--- src/rtl/noc_pkg.sv ---
// Shared NoC constants, injector state encoding and the head-flit builder.
// Flit layout: head = {tail,1,dst_x,dst_y,src_x,src_y,len}, body = {tail,0,payload}.
package noc_pkg;

  localparam int FLIT_W    = 16;
  localparam int PAYLOAD_W = 14;
  localparam int COORD_W   = 2;
  localparam int HDR_LEN_W = 6;
  localparam int TAIL_BIT  = 15;
  localparam int HEAD_BIT  = 14;

  typedef enum logic [1:0] {
    IDLE = 2'd0,
    HEAD = 2'd1,
    BODY = 2'd2
  } inj_state_e;

  // A head-only packet (len == 0) carries the tail bit on the head flit itself.
  function automatic logic [FLIT_W-1:0] build_head(
    input logic [COORD_W-1:0]   dst_x,
    input logic [COORD_W-1:0]   dst_y,
    input logic [COORD_W-1:0]   src_x,
    input logic [COORD_W-1:0]   src_y,
    input logic [HDR_LEN_W-1:0] len
  );
    return {(len == '0), 1'b1, dst_x, dst_y, src_x, src_y, len};
  endfunction

endpackage

--- src/rtl/inj_fifo.sv ---
// Synchronous first-word-fall-through payload FIFO for the packet injector.
// Writes while full are dropped, even if a read happens in the same cycle.
module inj_fifo #(
  parameter int DEPTH = 8,
  parameter int WIDTH = 14
) (
  input  logic             clk,
  input  logic             reset,
  input  logic             wr_en,
  input  logic [WIDTH-1:0] wr_data,
  output logic             full,
  input  logic             rd_en,
  output logic [WIDTH-1:0] rd_data,
  output logic             empty
);

  localparam int PTR_W = $clog2(DEPTH);

  logic [WIDTH-1:0] mem_q [DEPTH];
  logic [PTR_W-1:0] wr_ptr_q, wr_ptr_d;
  logic [PTR_W-1:0] rd_ptr_q, rd_ptr_d;
  logic [PTR_W:0]   count_q, count_d;
  logic             push, pop;

  assign full    = (count_q == (PTR_W+1)'(DEPTH));
  assign empty   = (count_q == '0);
  assign push    = wr_en && !full;
  assign pop     = rd_en && !empty;
  assign rd_data = mem_q[rd_ptr_q];

  // Pointers wrap naturally because DEPTH is a power of two.
  always_comb begin
    wr_ptr_d = wr_ptr_q;
    rd_ptr_d = rd_ptr_q;
    count_d  = count_q;
    if (push) wr_ptr_d = wr_ptr_q + 1'b1;
    if (pop)  rd_ptr_d = rd_ptr_q + 1'b1;
    case ({push, pop})
      2'b10:   count_d = count_q + 1'b1;
      2'b01:   count_d = count_q - 1'b1;
      default: count_d = count_q;
    endcase
  end

  always_ff @(posedge clk or posedge reset) begin
    if (reset) begin
      wr_ptr_q <= '0;
      rd_ptr_q <= '0;
      count_q  <= '0;
    end else begin
      wr_ptr_q <= wr_ptr_d;
      rd_ptr_q <= rd_ptr_d;
      count_q  <= count_d;
    end
  end

  always_ff @(posedge clk) begin
    if (push) mem_q[wr_ptr_q] <= wr_data;
  end

endmodule

--- src/rtl/packet_injector.sv ---
// NoC source stage: turns a packet request into head/body flits toward the router.
// Define NOC_INJ_STATS_EN to add the flit_count/pkt_count statistics outputs.
module packet_injector
  import noc_pkg::*;
#(
  parameter int FIFO_DEPTH = 8,
  parameter int LEN_W      = 6
) (
  input  logic                 clk,
  input  logic                 reset,
  input  logic [COORD_W-1:0]   X,
  input  logic [COORD_W-1:0]   Y,
  input  logic                 turnoff,
  input  logic                 pkt_start,
  input  logic [COORD_W-1:0]   pkt_dst_x,
  input  logic [COORD_W-1:0]   pkt_dst_y,
  input  logic [LEN_W-1:0]     pkt_len,
  output logic                 pkt_ready,
  input  logic                 wr_en,
  input  logic [PAYLOAD_W-1:0] wr_data,
  output logic                 fifo_full,
  output logic                 send,
  output logic [FLIT_W-1:0]    flit,
  input  logic                 hand_shake,
  output logic                 busy
`ifdef NOC_INJ_STATS_EN
  ,
  output logic [15:0]          flit_count,
  output logic [7:0]           pkt_count
`endif
);

  inj_state_e           state_q, state_d;
  logic [FLIT_W-1:0]    head_q, head_d;
  logic [LEN_W-1:0]     cnt_q, cnt_d;
  logic                 ready_q;
  logic                 fifo_empty, fifo_pop;
  logic [PAYLOAD_W-1:0] fifo_rd_data;
  logic [FLIT_W-1:0]    body_flit;
  logic                 send_c;
  logic [FLIT_W-1:0]    flit_c;

  inj_fifo #(
    .DEPTH (FIFO_DEPTH),
    .WIDTH (PAYLOAD_W)
  ) u_fifo (
    .clk     (clk),
    .reset   (reset),
    .wr_en   (wr_en),
    .wr_data (wr_data),
    .full    (fifo_full),
    .rd_en   (fifo_pop),
    .rd_data (fifo_rd_data),
    .empty   (fifo_empty)
  );

  // ready_q holds pkt_ready low for the first cycle after reset release.
  assign pkt_ready = ready_q && (state_q == IDLE) && !turnoff;
  assign busy      = (state_q != IDLE);
  assign send      = send_c;
  assign flit      = flit_c;

  always_comb begin
    body_flit                  = '0;
    body_flit[TAIL_BIT]        = (cnt_q == LEN_W'(1));
    body_flit[HEAD_BIT]        = 1'b0;
    body_flit[PAYLOAD_W-1:0]   = fifo_rd_data;
  end

  always_comb begin
    state_d  = state_q;
    head_d   = head_q;
    cnt_d    = cnt_q;
    send_c   = 1'b0;
    flit_c   = head_q;
    fifo_pop = 1'b0;
    case (state_q)
      IDLE: begin
        if (pkt_start && pkt_ready) begin
          head_d  = build_head(pkt_dst_x, pkt_dst_y, X, Y, pkt_len);
          cnt_d   = pkt_len;
          state_d = HEAD;
        end
      end
      HEAD: begin
        send_c = 1'b1;
        if (hand_shake) state_d = (cnt_q == '0) ? IDLE : BODY;
      end
      BODY: begin
        // The FIFO head word is shown directly; an empty FIFO simply stalls.
        flit_c = body_flit;
        send_c = !fifo_empty;
        if (send_c && hand_shake) begin
          fifo_pop = 1'b1;
          cnt_d    = cnt_q - 1'b1;
          if (cnt_q == LEN_W'(1)) state_d = IDLE;
        end
      end
      default: state_d = IDLE;
    endcase
  end

  always_ff @(posedge clk or posedge reset) begin
    if (reset) begin
      state_q <= IDLE;
      head_q  <= '0;
      cnt_q   <= '0;
      ready_q <= 1'b0;
    end else begin
      state_q <= state_d;
      head_q  <= head_d;
      cnt_q   <= cnt_d;
      ready_q <= 1'b1;
    end
  end

`ifdef NOC_INJ_STATS_EN
  logic [15:0] flit_count_q;
  logic [7:0]  pkt_count_q;
  logic        accept;

  assign accept     = send_c && hand_shake;
  assign flit_count = flit_count_q;
  assign pkt_count  = pkt_count_q;

  always_ff @(posedge clk or posedge reset) begin
    if (reset) begin
      flit_count_q <= '0;
      pkt_count_q  <= '0;
    end else if (accept) begin
      flit_count_q <= flit_count_q + 1'b1;
      if (flit_c[TAIL_BIT]) pkt_count_q <= pkt_count_q + 1'b1;
    end
  end
`endif

endmodule

--- config.mk ---
export PLATFORM = sky130hd
export DESIGN_NAME = packet_injector
export DESIGN_NICKNAME = d
export VERILOG_FILES = /design/src/rtl/noc_pkg.sv /design/src/rtl/inj_fifo.sv /design/src/rtl/packet_injector.sv
export SDC_FILE = /design/constraint.sdc
export NUM_CORES = 1
export LEC_CHECK = 0
export BUFFER_PORTS_ARGS = -buffer_cell sky130_fd_sc_hd__buf_2
export CORE_ASPECT_RATIO = 1.4
export CORE_MARGIN = 2
export CORE_UTILIZATION = 40
export DETAILED_ROUTE_END_ITERATION = 8
export PLACE_DENSITY = 0.61
export SYNTH_ARGS = -nofsm -noshare
export SYNTH_HDL_FRONTEND = slang
export SYNTH_SLANG_ARGS = --single-unit
--- constraint.sdc ---
create_clock -name clk -period 3.18 [get_ports clk]
set_input_delay 0.159 -clock clk [delete_from_list [all_inputs] [get_ports clk]]
set_output_delay 0.159 -clock clk [all_outputs]
set_load 0.03 [all_outputs]
Word-level counts from Yosys, hierarchy flattened --
Memory sizes are Yosys's and may differ from the RTL's. Index checks and enable logic that the tools add are counted.
Storage, ports and cells: output and inout bits 20, register bits 35, RAM bits 112, memories kept 1
Cells by class: muxes and demuxes 16, equal/unequal tests 10, add/sub/neg operators 5, reduce and logical (&&, ||, !) cells 19
Memories:
- u_fifo.mem_q | words 8, bits a word 14, rd ports 1, clocked after Yosys merged registers in 0, write ports 1, line inj_fifo.sv:19 | logic [WIDTH-1:0] mem_q [DEPTH];
Operator list (count):
- $mux W16 | 1
- $logic_not A6 Y1 | 2
- $mux W6 | 2
- $pmux W6 S2 | 1
- $mux W2 | 5
- $pmux W4 S2 | 1
- $add A3 B1 Y3 const B | 2
- $eq A6 B1 Y1 const B | 1
- $logic_and A1 B1 Y1 | 6
- $ne A2 B2 Y1 const B | 3
- $pmux W2 S3 | 1
- $reduce_bool A2 Y1 | 3
- $sub A6 B1 Y6 const B | 1
- $add A4 B1 Y4 const B | 1
- $eq A2 B1 Y1 const B | 2
- $eq A2 B2 Y1 const B | 2
- $eq A4 B4 Y1 const B | 1
- $logic_not A4 Y1 | 1
- $mux W1 | 4
- $reduce_and A4 Y1 | 1
- $sub A4 B1 Y4 const B | 1
- $logic_not A1 Y1 | 3
- $reduce_and A3 Y1 | 1
- $logic_not A2 Y1 | 1
- 3 further kinds | 3

Logic depth before layout (Yosys ltp) --
word-level depth 8, gate-level depth with buffers 12, depth with buffers taken out 11

Modules after synthesis --
From an unflattened synthesis, not the netlist that was laid out.
Unflattened totals: cell total of the unflattened synthesis 361, area, all modules 6379.9 um^2
By module, submodules not included:
- inj_fifo | instances 1, area an instance 4867.2 um^2, seq. area each 3613.5 um^2, cells an instance 230
- packet_injector | instances 1, area an instance 1512.7 um^2, seq. area each 625.6 um^2, cells an instance 131

Worst setup path before layout --
OpenSTA, ideal clock, no wires.
path kind reg-to-reg, start point register u_fifo.count_q[0], end point memory u_fifo.mem_q[0][0] (enable), slack 803 ps, cell stages (with the launch flop) 6, data arrival time 1974 ps, required time 2777 ps, path through dfrtp_1 buf_8 nor3_1 a21boi_1 nand2b_1 nor3_1
On the way: cells in the longest elaborated chain, start to end 5
Ends and longest elaborated chain:
- from (decl) | line inj_fifo.sv:22 | logic [PTR_W:0] count_q, count_d;
- from (signal assigned) | line inj_fifo.sv:53 | count_q <= count_d;
- $eq A4 B4 Y1 | line inj_fifo.sv:25 | assign full = (count_q == (PTR_W+1)'(DEPTH));
- $logic_not A1 Y1 | line inj_fifo.sv:27 | assign push = wr_en && !full;
- $logic_and A1 B1 Y1 | line inj_fifo.sv:27
- $mux W1 | line inj_fifo.sv:58 | if (push) mem_q[wr_ptr_q] <= wr_data;
- $mux W1 (implied by the code) | line inj_fifo.sv:58
- to (decl) | line inj_fifo.sv:19
Every way passes these cells.

Worst setup path in the final report --
start point register u_fifo.rd_ptr_q[0], end point output flit[3]
On the way: cells in the longest elaborated chain, start to end 2
Ends and longest elaborated chain:
- from (decl) | line inj_fifo.sv:21 | logic [PTR_W-1:0] rd_ptr_q, rd_ptr_d;
- from (signal assigned) | line inj_fifo.sv:52 | rd_ptr_q <= rd_ptr_d;
- $mem_v2 Z8 W14
- $mux W16 | line packet_injector.sv:77 | case (state_q)
- to (decl) | line packet_injector.sv:23 | output logic [FLIT_W-1:0] flit,
Every way passes these cells.

==> results.tsv <==
metric	value	unit
portBuffers	53	
syn_area	6300	um2
holdWs	-34.6	ps
syn_nets	424	
fmax	348	MHz
grt_max_degree	48	
worst_pin_slew	969	ps
end_kind	primary output	
rrSetupSlack	650	ps
power	7.49	mW
h-tree-depth	4	
power.share.switching	34.4	%
relSlewSlack	35.3	%
drive_gt1_share	32.1	%
slowest_stage	dfrtp_2	
first_pass_iters	4	
fin_util	48.9	%
ant_nets	0	
skew	11.8	ps
p_leak	2.83	nW
yosysWarningCount	0	
wl_met3	452	um
synthTopCellsByArea	edfxtp_1 53%, dfrtp_1 14%, mux4_2 10%	
cp.required	3020	ps
rr_startpoint	u_fifo.count_q[1]$_DFFE_PP0P_	
area_delta_synth_final	20.0	%
gr-usage-all-layers	16.6	%
diodes	0	
nNetsFinal	506	
vias	3475	
p_per_area	990	nW/um2
drc	0	
cts-root-buf	clkbuf_16	
worst_setup_path_start_kind	flip-flop	
insertion_delay	420	ps
clockBufferDepth	2	
p_sw	2.57	mW
ys_ff_latch	147	
violations	hold timing	
setup_violations	0	
holdCritPathClass	input port to asynchronous set/reset pin	
die_w	110	um
p_clk_share	27.9	%
rows	54	
synth_top_area_share	53.4	%
dpl.hpwl	8.56	mm
async_reset_ff_share	23.8	%
core_area	15500	um2
vias_per_cell	5.19	
rsz0062_at_grt	false	
cts_tree	yes	
wl_met2	6.85	mm
cp_max_fo	20	
final_area	7560	um2
worstRegToRegCells	10	
wl_per_cell	19.3	um
antenna_found_initial	0	
die_h	153	um
initial_utilization	40.7	%
worstSetupStartpoint	u_fifo.rd_ptr_q[0]$_DFFE_PP0P_	
fin_crit	2870	ps
grt_overflow	0	
intPower	4.91	mW
cts.sinks	147	
timing.rr.end	u_fifo.count_q[2]$_DFFE_PP0P_	
top_layer_used	met4	
syn_avg_cell_area	16.7	um2
wl_met1	5.48	mm
arrival	2710	ps
drtIter0Drc	174	
finalSetupTns	0	ps
ys_types	50	
crit_path_cell_trace	buf_4, mux4_2, mux2i_1, a21oi_1, buf_2	
dieArea	16800	um2
pre_cts_ws	638	ps
worst_slack	309	ps
cap_violations	0	
grt_pass1_wl	20.4	mm
synth_ff_type	edfxtp_1	
path_clk_slew	60	ps
grt_pass1_vias	3636	
placed_area	6820	um2
seqPwrFrac	38.4	%
crit_end	flit[3]	
synth_edf_count	112	
final_cells	669	
cts_setup_buffers	0	
placed_cells	625	
status	finished, violations left	
path_class	flip-flop to primary output	
slew_violations	0	
cts-buffers-inserted	17	
yosys.area.top_type	edfxtp_1	
comb_power_share	33.8	%
top_level_ports	54	
irDropWorstVdd	0.000516	V
post-route-period-util	90.3	%
synth_cells	378	
synth-seq-area-share	67.3	%
hold_viol	23	
gp_congestion	0.792	
routed_wl	12.9	mm
max_stage_delay	800	ps
registers in the layout, summed over array words and instances (netlist names):
signal,count
u_fifo.mem_q,112
head_q,16
cnt_q,6
u_fifo.count_q,4
u_fifo.rd_ptr_q,3
u_fifo.wr_ptr_q,3
state_q,2
ready_q,1
cells in the final DEF, fill, tap and decap left out, types with 2 or more instances in the layout:
| cell type | instances |
|---|---|
| xnor2_1 | 4 |
| a21oi_1 | 19 |
| mux2i_1 | 19 |
| nor2_1 | 25 |
| nand2_1 | 18 |
| ha_1 | 12 |
| nand2b_1 | 6 |
| buf_2 | 53 |
| mux4_2 | 28 |
| bufinv_16 | 4 |
| clkbuf_1 | 3 |
| dlygate4sd3_1 | 12 |
| inv_1 | 11 |
| nor2b_1 | 3 |
| clkbuf_16 | 17 |
| buf_4 | 16 |
| dfrtp_1 | 34 |
| nand3_1 | 5 |
| inv_6 | 2 |
| o31ai_1 | 2 |
| clkinv_4 | 3 |
| o2bb2ai_1 | 3 |
| nor3_2 | 2 |
| nor4_1 | 3 |
| edfxtp_1 | 112 |
| mux2_2 | 16 |
| xor2_1 | 4 |
| nand3b_1 | 2 |
| nor3_1 | 3 |
| o21ai_0 | 5 |
| a31oi_1 | 2 |
layer usage:
metal	up-vias	global-route usage, %
li1	1620	-
met1	1777	20.9
met2	70	27.6
met3	8	4.79
met4	0	5.06
met5	-	0
cells in the mapped netlist (6+ instances only):
cell type	instances
mux4_2	28
nor2_1	25
nand2b_1	6
a21oi_1	19
mux2_2	16
buf_2	6
ha_1	12
mux2i_1	19
dfrtp_1	35
nand2_1	18
edfxtp_1	112
inv_1	11
cell type report:
type	count	area (um2)
fillers	1285	7910
flip-flops and latches	147	4240
multi-input cells	202	1910
repair buffers	81	505
clock buffers	20	437
well taps	196	245
clock inverters	12	180
inverters	11	41.3
timing repair:
item                      CTS  global route
hold buffers               11             1
resized for setup           0             0
hold endpoints to repair   11             1
how the worst min path moves through the flow:
stage	from	endpoint	depth (start not counted)
after floorplan	pkt_len[1]	head_q[15]$_DFFE_PP0P_	1
after global placement	pkt_dst_x[1]	head_q[13]$_DFFE_PP0P_	2
after detailed placement	X[0]	head_q[8]$_DFFE_PP0P_	2
after CTS	reset	ready_q$_DFF_PP0_	2
after global routing	pkt_len[2]	head_q[2]$_DFFE_PP0P_	2
final	reset	head_q[13]$_DFFE_PP0P_	2
power by group through the flow:
stage	Combinational (mW)	Sequential [mW]	Clock, mW
final	2.53	2.87	2.09
after global routing	2.75	2.94	2.22
after detailed placement	2.53	2.92	0
after floorplan	2.06	2.70	0
after CTS	2.55	2.88	2.13
after global placement	2.49	2.90	0
critical path, delay by kind of cell (launching register included):
| kind | cells | cell delay [ps] |
|---|---|---|
| buffers and inverters | 2 | 520 |
| AO/OA/AOI/OAI | 1 | 130 |
| flip-flops | 1 | 800 |
| multiplexers | 2 | 830 |
cells by family (layout without fill, tap and decap cells):
logic type / after synthesis / count (layout) / share of synthesized area (%)
compound gates: 39 / 39 / 4.15
mux: 64 / 64 / 16.1
xor+xnor: 8 / 8 / 1.11
other cells: 1 / 1 / 0.0595
buf+inv: 29 / 124 / 2.54
simple gates: 78 / 78 / 6.35
flops: 147 / 147 / 67.3
fa+ha+maj: 12 / 12 / 2.38
(Power assumes the default switching activity.)
